==> config.mk <==
export PLATFORM = sky130hd
export DESIGN_NAME = seg_scan_driver
export DESIGN_NICKNAME = d
export VERILOG_FILES = /design/src/rtl/seg_scan_pkg.sv /design/src/rtl/seg_scan_driver_bcd_to_seg7.sv /design/src/rtl/seg_scan_driver.sv
export SDC_FILE = /design/constraint.sdc
export NUM_CORES = 1
export LEC_CHECK = 0
export ABC_AREA = 1
export BUFFER_PORTS_ARGS = -buffer_cell sky130_fd_sc_hd__buf_2
export CAP_MARGIN = 5
export CORE_MARGIN = 2
export CORE_UTILIZATION = 35
export DETAILED_ROUTE_END_ITERATION = 12
export PLACE_DENSITY_LB_ADDON = 0.2
export SYNTH_ARGS = -nofsm -noshare
export SYNTH_HDL_FRONTEND = slang
export SYNTH_SLANG_ARGS = --single-unit
==> constraint.sdc <==
create_clock -name seg_scan_driver_clk -period 2.15 [get_ports seg_scan_driver_clk]
set_input_delay 0.43 -clock seg_scan_driver_clk [delete_from_list [all_inputs] [get_ports seg_scan_driver_clk]]
set_output_delay 0.43 -clock seg_scan_driver_clk [all_outputs]
set_load 0.01 [all_outputs]
==> src/rtl/seg_scan_pkg.sv <==
// Shared constants for the seven-segment scan driver.
// Segment patterns are active-high, with bit0 = a through bit6 = g.
package seg_scan_pkg;

    localparam int DIGIT_W = 4;

    localparam logic [6:0] SEG_0    = 7'h3F;
    localparam logic [6:0] SEG_1    = 7'h06;
    localparam logic [6:0] SEG_2    = 7'h5B;
    localparam logic [6:0] SEG_3    = 7'h4F;
    localparam logic [6:0] SEG_4    = 7'h66;
    localparam logic [6:0] SEG_5    = 7'h6D;
    localparam logic [6:0] SEG_6    = 7'h7D;
    localparam logic [6:0] SEG_7    = 7'h07;
    localparam logic [6:0] SEG_8    = 7'h7F;
    localparam logic [6:0] SEG_9    = 7'h6F;
    localparam logic [6:0] SEG_DASH = 7'h40;
    localparam logic [6:0] SEG_OFF  = 7'h00;

endpackage

==> src/rtl/seg_scan_driver_bcd_to_seg7.sv <==
// Combinational BCD to seven-segment decoder with an active-high output.
// Codes 10-15 are not decimal digits, so they are shown as a dash.
module bcd_to_seg7
    import seg_scan_pkg::*;
(
    input  logic [DIGIT_W-1:0] bcd_i,
    output logic [6:0]         seg_o
);

    always_comb begin
        seg_o = SEG_DASH;
        case (bcd_i)
            4'd0:    seg_o = SEG_0;
            4'd1:    seg_o = SEG_1;
            4'd2:    seg_o = SEG_2;
            4'd3:    seg_o = SEG_3;
            4'd4:    seg_o = SEG_4;
            4'd5:    seg_o = SEG_5;
            4'd6:    seg_o = SEG_6;
            4'd7:    seg_o = SEG_7;
            4'd8:    seg_o = SEG_8;
            4'd9:    seg_o = SEG_9;
            default: seg_o = SEG_DASH;
        endcase
    end

endmodule

==> src/rtl/seg_scan_driver.sv <==
// Multiplexed seven-segment scanner that latches a full frame of digits at each index-0 slot.
// Defining SEG_SCAN_DRIVER_LZB_EN enables leading-zero blanking.
module seg_scan_driver
    import seg_scan_pkg::*;
#(
    parameter int NUM_DIGITS  = 4,
    parameter int REFRESH_DIV = 100000,
    parameter int ACTIVE_LOW  = 1
) (
    input  logic                          seg_scan_driver_clk,
    input  logic                          seg_scan_driver_rst,
    input  logic [DIGIT_W*NUM_DIGITS-1:0] seg_scan_driver_digits,
    input  logic [NUM_DIGITS-1:0]         seg_scan_driver_digit_en,
    input  logic [NUM_DIGITS-1:0]         seg_scan_driver_dp,
    output logic [6:0]                    seg_scan_driver_seg,
    output logic                          seg_scan_driver_dp_out,
    output logic [NUM_DIGITS-1:0]         seg_scan_driver_an,
    output logic                          seg_scan_driver_tick
);

    localparam int IDX_W = (NUM_DIGITS > 1) ? $clog2(NUM_DIGITS) : 1;
    localparam int PRE_W = $clog2(REFRESH_DIV + 1);
    localparam logic INV = (ACTIVE_LOW != 0);

    localparam logic [PRE_W-1:0]      PRE_LAST = PRE_W'(REFRESH_DIV - 1);
    localparam logic [IDX_W-1:0]      IDX_LAST = IDX_W'(NUM_DIGITS - 1);
    localparam logic [NUM_DIGITS-1:0] AN_OFF   = INV ? '1 : '0;
    localparam logic [6:0]            SEG_IDLE = INV ? ~SEG_OFF : SEG_OFF;
    localparam logic                  DP_OFF   = INV;

    logic [PRE_W-1:0]              prescale_q, prescale_d;
    logic [IDX_W-1:0]              index_q, index_d;
    logic                          frameLoad_q, frameLoad_d;
    logic [DIGIT_W*NUM_DIGITS-1:0] shDigits_q;
    logic [NUM_DIGITS-1:0]         shEn_q, shDp_q;

    logic [NUM_DIGITS-1:0]         an_q, an_d;
    logic [6:0]                    seg_q, seg_d;
    logic                          dpOut_q, dpOut_d;
    logic                          tick_q, tick_d;

    logic                          terminal;
    logic [DIGIT_W*NUM_DIGITS-1:0] curDigits;
    logic [NUM_DIGITS-1:0]         curEn, curDp, blankMask;
    logic [DIGIT_W-1:0]            selVal;
    logic                          selEn, selDp, selBlank;
    logic [6:0]                    patHigh;
    logic                          anOn, segOn, dpOn;
    logic [NUM_DIGITS-1:0]         anHigh;
    logic [6:0]                    segHigh;

    // On the load cycle the shadow is still stale, so the live inputs being latched are shown instead.
    always_comb begin
        curDigits = frameLoad_q ? seg_scan_driver_digits   : shDigits_q;
        curEn     = frameLoad_q ? seg_scan_driver_digit_en : shEn_q;
        curDp     = frameLoad_q ? seg_scan_driver_dp       : shDp_q;
    end

    always_comb begin
        terminal    = (prescale_q == PRE_LAST);
        prescale_d  = terminal ? '0 : prescale_q + 1'b1;
        index_d     = index_q;
        frameLoad_d = 1'b0;
        if (terminal) begin
            if (index_q == IDX_LAST) begin
                index_d     = '0;
                frameLoad_d = 1'b1;
            end else begin
                index_d = index_q + 1'b1;
            end
        end
    end

`ifdef SEG_SCAN_DRIVER_LZB_EN
    logic zeroAbove;

    // A digit is a leading zero while every more significant digit is zero or disabled.
    always_comb begin
        blankMask = '0;
        zeroAbove = 1'b1;
        for (int i = NUM_DIGITS - 1; i >= 1; i--) begin
            blankMask[i] = zeroAbove && (curDigits[i*DIGIT_W +: DIGIT_W] == '0);
            zeroAbove    = zeroAbove && ((curDigits[i*DIGIT_W +: DIGIT_W] == '0) || !curEn[i]);
        end
    end
`else
    assign blankMask = '0;
`endif

    always_comb begin
        selVal   = '0;
        selEn    = 1'b0;
        selDp    = 1'b0;
        selBlank = 1'b0;
        for (int i = 0; i < NUM_DIGITS; i++) begin
            if (index_q == IDX_W'(i)) begin
                selVal   = curDigits[i*DIGIT_W +: DIGIT_W];
                selEn    = curEn[i];
                selDp    = curDp[i];
                selBlank = blankMask[i];
            end
        end
    end

    bcd_to_seg7 u_decode (
        .bcd_i (selVal),
        .seg_o (patHigh)
    );

    // A blanked digit keeps its anode on only so that a requested decimal point stays visible.
    always_comb begin
        anOn    = selEn && (!selBlank || selDp);
        segOn   = selEn && !selBlank;
        dpOn    = selEn && selDp;
        anHigh  = '0;
        for (int i = 0; i < NUM_DIGITS; i++) begin
            anHigh[i] = anOn && (index_q == IDX_W'(i));
        end
        segHigh = segOn ? patHigh : SEG_OFF;
        an_d    = INV ? ~anHigh  : anHigh;
        seg_d   = INV ? ~segHigh : segHigh;
        dpOut_d = INV ? ~dpOn    : dpOn;
        tick_d  = terminal;
    end

    always_ff @(posedge seg_scan_driver_clk) begin
        if (seg_scan_driver_rst) begin
            prescale_q  <= '0;
            index_q     <= '0;
            frameLoad_q <= 1'b1;
            shDigits_q  <= '0;
            shEn_q      <= '0;
            shDp_q      <= '0;
            an_q        <= AN_OFF;
            seg_q       <= SEG_IDLE;
            dpOut_q     <= DP_OFF;
            tick_q      <= 1'b0;
        end else begin
            prescale_q  <= prescale_d;
            index_q     <= index_d;
            frameLoad_q <= frameLoad_d;
            if (frameLoad_q) begin
                shDigits_q <= seg_scan_driver_digits;
                shEn_q     <= seg_scan_driver_digit_en;
                shDp_q     <= seg_scan_driver_dp;
            end
            an_q        <= an_d;
            seg_q       <= seg_d;
            dpOut_q     <= dpOut_d;
            tick_q      <= tick_d;
        end
    end

    assign seg_scan_driver_an     = an_q;
    assign seg_scan_driver_seg    = seg_q;
    assign seg_scan_driver_dp_out = dpOut_q;
    assign seg_scan_driver_tick   = tick_q;

endmodule

==> results of run 1 <==
-- final cells by class --
cell class	instances	share of cell area, %
multi-input cells	250	41.2
inverters	44	5.22
flip-flops and latches	57	35.1
clock buffers	11	4.34
repair buffers	45	7.84
well taps	102	3.92
clock inverters	5	2.42
-- registers in the layout, summed over array words and instances, names as in the netlist, 2 cells and up --
name,flops
shDp_q,4
shDigits_q,16
index_q,2
seg_scan_driver_seg,7
prescale_q,17
shEn_q,4
seg_scan_driver_an,4
-- power by group through the flow --
stage	clock, W	combinational [W]	sequential, W
floorplan	0	0.000151	0.00114
global placement	0	0.000222	0.00114
detailed placement	0	0.000223	0.00114
CTS	0.00114	0.000224	0.00111
global route	0.00118	0.000260	0.00112
finish	0.00110	0.000227	0.00111
-- worst max-delay path, cell delays in order (launching register included) --
cell and delay (ns):
dfxtp_1 0.32, buf_12 0.16, or2_2 0.31, nand3_1 0.08
nand3_1 0.12, a21oi_4 0.21, buf_4 0.14, ha_1 0.13
nand3_1 0.10, a21oi_1 0.16, nand2_1 0.07
-- logic make-up (layout without fill, tap and decap cells) --
kind of cell,count (synthesis),in the layout,share of synthesized area [%]
muxes,4,4,1.47
xor gates and xnor gates,8,8,2.57
buffers and inverters,55,105,9.36
adders and majority gates,10,10,4.59
AOI/OAI and AO/OA,35,35,7.48
DFF,57,57,41.8
and+or+nand+nor,193,193,32.7
-- synthesized netlist by cell type, types with 4 or more instances --
library cell,count
a21oi_1,16
dfxtp_1,57
ha_1,10
inv_1,36
inv_2,7
mux2i_1,4
nand2_1,90
nand2_2,5
nand3_1,31
nand3_2,4
nand4_1,5
nor2_1,37
nor3_1,5
o21ai_0,7
o21ai_1,4
or2_1,4
xor2_1,6
-- repair_timing --
item | CTS | global route
buffers inserted | 0 | 2
hold buffers | 0 | 0
hold endpoints to repair | 0 | 0
endpoints found under the setup margin | 0 | 5
gates resized for setup | 0 | 3
-- worst max path at each step --
stage | depth (start not counted) | start | to
after floorplan | 12 | index_q[0] | seg_scan_driver_seg[0]
after global placement | 11 | index_q[1] | seg_scan_driver_seg[0]
after detailed placement | 11 | index_q[1] | seg_scan_driver_seg[0]
after CTS | 11 | index_q[1] | seg_scan_driver_seg[0]
after global routing | 12 | index_q[1] | seg_scan_driver_seg[3]
final | 10 | frameLoad_q | seg_scan_driver_seg[4]
-- cell usage in the layout (no fill, tap or decap), types with 6 or more instances in the layout --
cell type and n:
a21oi_1 16, buf_4 6, inv_2 7, o21ai_0 7, buf_2 38, xor2_1 6
nand3_1 31, dfxtp_1 56, ha_1 9, clkbuf_8 10, inv_1 36, nor2_1 37
nand2_1 90
-- through the flow --
| stage | instance area (um^2) | utilization [%] | hold slack, ns | total power (W) | setup WS, ns |
|---|---|---|---|---|---|
| CTS | 3230 | 42.2 | 0.347 | 0.00248 | 0.111 |
| floorplan | 2730 | - | 0.418 | 0.00129 | 0.274 |
| global route | 3260 | 42.6 | 0.359 | 0.00256 | 0.00757 |
| detailed placement | 3010 | 39.4 | 0.444 | 0.00136 | 0.122 |
| global placement | 3010 | 39.4 | 0.431 | 0.00136 | 0.186 |
| finish | 3260 | 42.6 | 0.368 | 0.00244 | 0.219 |
-- per-layer routing --
layer | wire [um] | GRT usage (%)
met5 | 0 | 0
met4 | 56 | 4.60
met3 | 265 | 4.68
met2 | 2850 | 25.8
met1 | 2700 | 17.3
==> impl_metrics.env, run 1 <==
export IMPL_drv_cap=0
export IMPL_skew_ns=0.0109
export IMPL_pwr_share_comb_pct=9.3
export IMPL_path_clk_slew_ns=0.07
export IMPL_syn_instance_count=362
export IMPL_routed_via_density=4.61
export IMPL_grt_pass1_wl_um=10100
export IMPL_die_area_um2=8520
export IMPL_overflow=0
export IMPL_multi_input_comb_area_um2=1340
export IMPL_whs_path_depth=3
export IMPL_crit_required_ns=2.37
export IMPL_path_class="flop to flop"
export IMPL_ant_nets=0
export IMPL_synthTopCellsByArea="dfxtp_1 42%, nand2_1 12%, nand3_1 5.7%, nor2_1 5.1%, inv_1 5.0%"
export IMPL_synth_nets=398
export IMPL_hold_viol_final=0
export IMPL_power_internal_w=0.00187
export IMPL_drive_gt1_share_pct=21.8
export IMPL_antenna_cells=0
export IMPL_crit_arrival_ns=2.15
export IMPL_dr_pass1_iters=4
export IMPL_power_switching_w=0.000569
export IMPL_syn2layout_area_growth_pct=19.4
export IMPL_slew_viol_final=0
export IMPL_crit_path_end_kind="flop"
export IMPL_rows=32
export IMPL_cts_buffer_depth=2
export IMPL_port_buffers=38
export IMPL_synth_cell_types=39
export IMPL_r2r_start="frameLoad_q"
export IMPL_first_global_vias=2279
export IMPL_switching_share_pct=23.3
export IMPL_htreeDepth=3
export IMPL_pwr_share_clk_pct=45.1
export IMPL_nets=443
export IMPL_insertion_delay_ns=0.33
export IMPL_num_vias=2370
export IMPL_seq_area_um2=1140
export IMPL_max_slew_margin_pct=76.4
export IMPL_leakagePower_nw=1.48
export IMPL_grt_max_degree=29
export IMPL_status="finished, final reports clean"
export IMPL_routed_wl_um=5870
export IMPL_coreArea_um2=7650
export IMPL_syn_area_um2=2730
export IMPL_cts_sinks=57
export IMPL_n_fill_cell=775
export IMPL_grt_usage_pct=14.8
export IMPL_setup_viol=0
export IMPL_worstRegToRegCells=10
export IMPL_synth_seq_cells=57
export IMPL_drc=0
export IMPL_period_needed_ns=1.93
export IMPL_min_to="shDigits_q[13]"
export IMPL_path_max_fanout=28
export IMPL_ir_drop_v=0.000385
export IMPL_hpwl_um=4310
export IMPL_worstHoldPathType="input pin to flop"
export IMPL_reg2reg_to="seg_scan_driver_seg[4]"
export IMPL_async_flop_share_pct=0
export IMPL_cts_root_buf="clkbuf_8"
export IMPL_grt_antenna_before_repair=0
export IMPL_pin_count=39
export IMPL_start_util_pct=35.7
export IMPL_wl_per_cell_um=11.4
export IMPL_synth_edf_count=0
export IMPL_rsz0062_at_grt="no"
export IMPL_seq_power_share_pct=45.6
export IMPL_min_from="seg_scan_driver_digits[13]"
export IMPL_period_share_pct=89.8
export IMPL_yosys_warnings=0
export IMPL_rrSetupSlack_ns=0.22
export IMPL_placed_cells_incl_taps=496
export IMPL_fin_cells=514
export IMPL_die_y_um=92.3
export IMPL_tightest_slew_ns=0.353
export IMPL_power_density_nw_per_um2=750
export IMPL_cp_start_kind="flop"
export IMPL_max_freq_ghz=0.518
export IMPL_yosysTopAreaCell="dfxtp_1"
export IMPL_ys_flop_type="dfxtp_1"
export IMPL_ys_seq_area_share_pct=41.8
export IMPL_cts_buffers=9
export IMPL_place_congestion=0.845
export IMPL_cts_tree="built"
export IMPL_dieWidth_um=92.3
export IMPL_avgSynthCellArea_um2=7.53
export IMPL_drtIter0Drc=93
export IMPL_tns_ns=0
export IMPL_netlist_area_leader_share_pct=41.8
(Power assumes the default switching activity.)
==> run 2, diff against run 1 <==
PLACE_DENSITY = 0.63   (was default)
PLACE_DENSITY_LB_ADDON = default   (was 0.2)
==> run 2 against run 1 <==
  * Non-clock buffer count unchanged
  * Cell area decreased by 1.2%
  * Worst hold slack got worse by 0.011 ns
  * First-iteration DRC count decreased by 19%
  * Sequential share of layout area increased by 0.38 points
  * Wire length decreased by 0.15%
  * Fmax decreased by 1.7%
  * Critical path type unchanged
  * Global-route usage increased by 0.24 points
==> impl_metrics.env, run 2 (synthesized netlist as in run 1, its figures left out) <==
export IMPL_path_class="flop to flop"
export IMPL_drive_gt1_share_pct=21.4
export IMPL_dr_pass1_iters=4
export IMPL_port_buffers=38
export IMPL_post_cts_setup_buffer_count=0
export IMPL_start_util_pct=35.7
export IMPL_path_max_fanout=8
export IMPL_max_freq_ghz=0.509
export IMPL_cts_buffers=9
export IMPL_cts_tree="built"
export IMPL_setup_viol=0
export IMPL_placed_area_um2=3010
export IMPL_grt_usage_pct=15.0
export IMPL_final_cell_area_um2=3220
export IMPL_period_share_pct=91.3
export IMPL_dieWidth_um=92.3
export IMPL_crit_buf_inv=4
export IMPL_final_util_pct=42.1
export IMPL_grt_max_degree=23
export IMPL_largest_reg_flops=17
export IMPL_crit_family="adder cells"
export IMPL_antenna_cells=0
export IMPL_routed_wl_um=5860
export IMPL_routed_via_density=4.57
export IMPL_ir_drop_v=0.000293
export IMPL_rsz0062_at_grt="no"
export IMPL_worstHoldPathType="input pin to flop"
export IMPL_max_slew_margin_pct=76.2
export IMPL_hold_viol_final=0
export IMPL_cts_buffer_depth=2
export IMPL_r2r_start="index_q[0]"
export IMPL_slew_viol_final=0
export IMPL_status="finished, final reports clean"
export IMPL_place_congestion=0.881
export IMPL_critPathCapture="seg_scan_driver_seg[5]"
export IMPL_die_area_um2=8520
export IMPL_crit_arrival_ns=2.17
export IMPL_leakagePower_nw=1.46
export IMPL_reg2reg_to="seg_scan_driver_seg[5]"
export IMPL_n_fill_cell=792
export IMPL_crit_start="index_q[0]"
export IMPL_power_density_nw_per_um2=722
export IMPL_cts_sinks=57
export IMPL_hold_buffers=0
export IMPL_syn2layout_area_growth_pct=18.0
export IMPL_die_y_um=92.3
export IMPL_path_cells="inv_1 > ha_1 > inv_2 > nand3_1 > a21oi_4 > inv_1 > ha_1 > inv_1 > nand2_1 > nand3_1 > nand3_1"
export IMPL_insertion_delay_ns=0.33
export IMPL_pin_count=39
export IMPL_skew_ns=0.0107
export IMPL_path_clk_slew_ns=0.07
export IMPL_worstRegToRegCells=11
export IMPL_cts_resized=0
export IMPL_most_common_layout_cells="90 x nand2_1, 57 x dfxtp_1, 38 x buf_2"
export IMPL_hpwl_um=4380
export IMPL_num_vias=2346
export IMPL_crit_required_ns=2.36
export IMPL_drc=0
export IMPL_ant_nets=0
export IMPL_regMostFlops="prescale_q"
export IMPL_nets=443
export IMPL_path_depth=11
export IMPL_rows=32
export IMPL_cp_start_kind="flop"
export IMPL_tns_ns=0
export IMPL_period_needed_ns=1.96
export IMPL_grt_pass1_wl_um=10000
export IMPL_seq_area_um2=1140
export IMPL_final_common_cell="nand2_1"
export IMPL_coreArea_um2=7650
export IMPL_slowest_delay_ns=0.36
export IMPL_wl_per_cell_um=11.4
export IMPL_rrSetupSlack_ns=0.19
export IMPL_first_global_vias=2263
export IMPL_crit_path_end_kind="flop"
export IMPL_drtIter0Drc=75
export IMPL_drv_cap=0
export IMPL_cts_root_buf="clkbuf_8"
export IMPL_crit_path_top_delay_cell="dfxtp_1"
export IMPL_grt_antenna_before_repair=0
export IMPL_htreeDepth=3
export IMPL_multi_input_comb_area_um2=1340
export IMPL_overflow=0
export IMPL_tightest_slew_ns=0.355
## run 2: worst register-to-register path: cells and delay by family, from the launching register on
family,cells,cell delay [ns]
compound gates,1,0.22
fa+ha+maj,2,0.51
buf+inv,4,0.39
flops,1,0.36
simple gates,4,0.35
## run 2: area by class of cell
class / count / share of cell area [%]
Clock buffer: 12 / 4.82
Timing Repair Buffer: 45 / 7.54
Clock inverter: 3 / 1.24
Tap cell: 102 / 3.97
Multi-Input combinational cell: 250 / 41.7
Inverter: 44 / 5.29
Sequential cell: 57 / 35.5
## run 2: worst min-delay path by stage
stage	start	endpoint	slack [ns]	depth (start not counted)
6_report	seg_scan_driver_digits[13]	shDigits_q[13]	0.36	3
5_1_grt	seg_scan_driver_digits[2]	shDigits_q[2]	0.36	3
4_1_cts	seg_scan_driver_digits[13]	shDigits_q[13]	0.34	3
3_5_place_dp	prescale_q[0]	prescale_q[0]	0.44	1
3_3_place_gp	prescale_q[0]	prescale_q[0]	0.43	1
2_1_floorplan	prescale_q[0]	prescale_q[0]	0.42	1
## run 2: metal layers
metal,vias up,global-route usage (%),routed length (um),part of all wire [%]
li1,1237,-,-,-
met1,1029,18.0,2710,46
met2,64,24.3,2690,46
met3,16,3.53,292,5.0
met4,0,9.33,170,2.9
met5,-,0,0,0
## run 2: per-stage QoR
stage / hold WS (ns) / setup WS [ns] / instances / power, W
finish: 0.357 / 0.186 / 513 / 0.00232
global route: 0.363 / 0.0169 / 513 / 0.00245
CTS: 0.344 / 0.0772 / 513 / 0.00236
detailed placement: 0.443 / 0.0989 / 498 / 0.00136
global placement: 0.429 / 0.134 / 498 / 0.00136
floorplan: 0.418 / 0.274 / 362 / 0.00129
## run 2: report_power, final
part	internal, W	switching (W)	leakage (nW)	total, W
Combinational	0.0000892	0.000133	0.891	0.000222
Clock	0.000588	0.000399	0.102	0.000987
Sequential	0.00110	0.0000145	0.467	0.00112
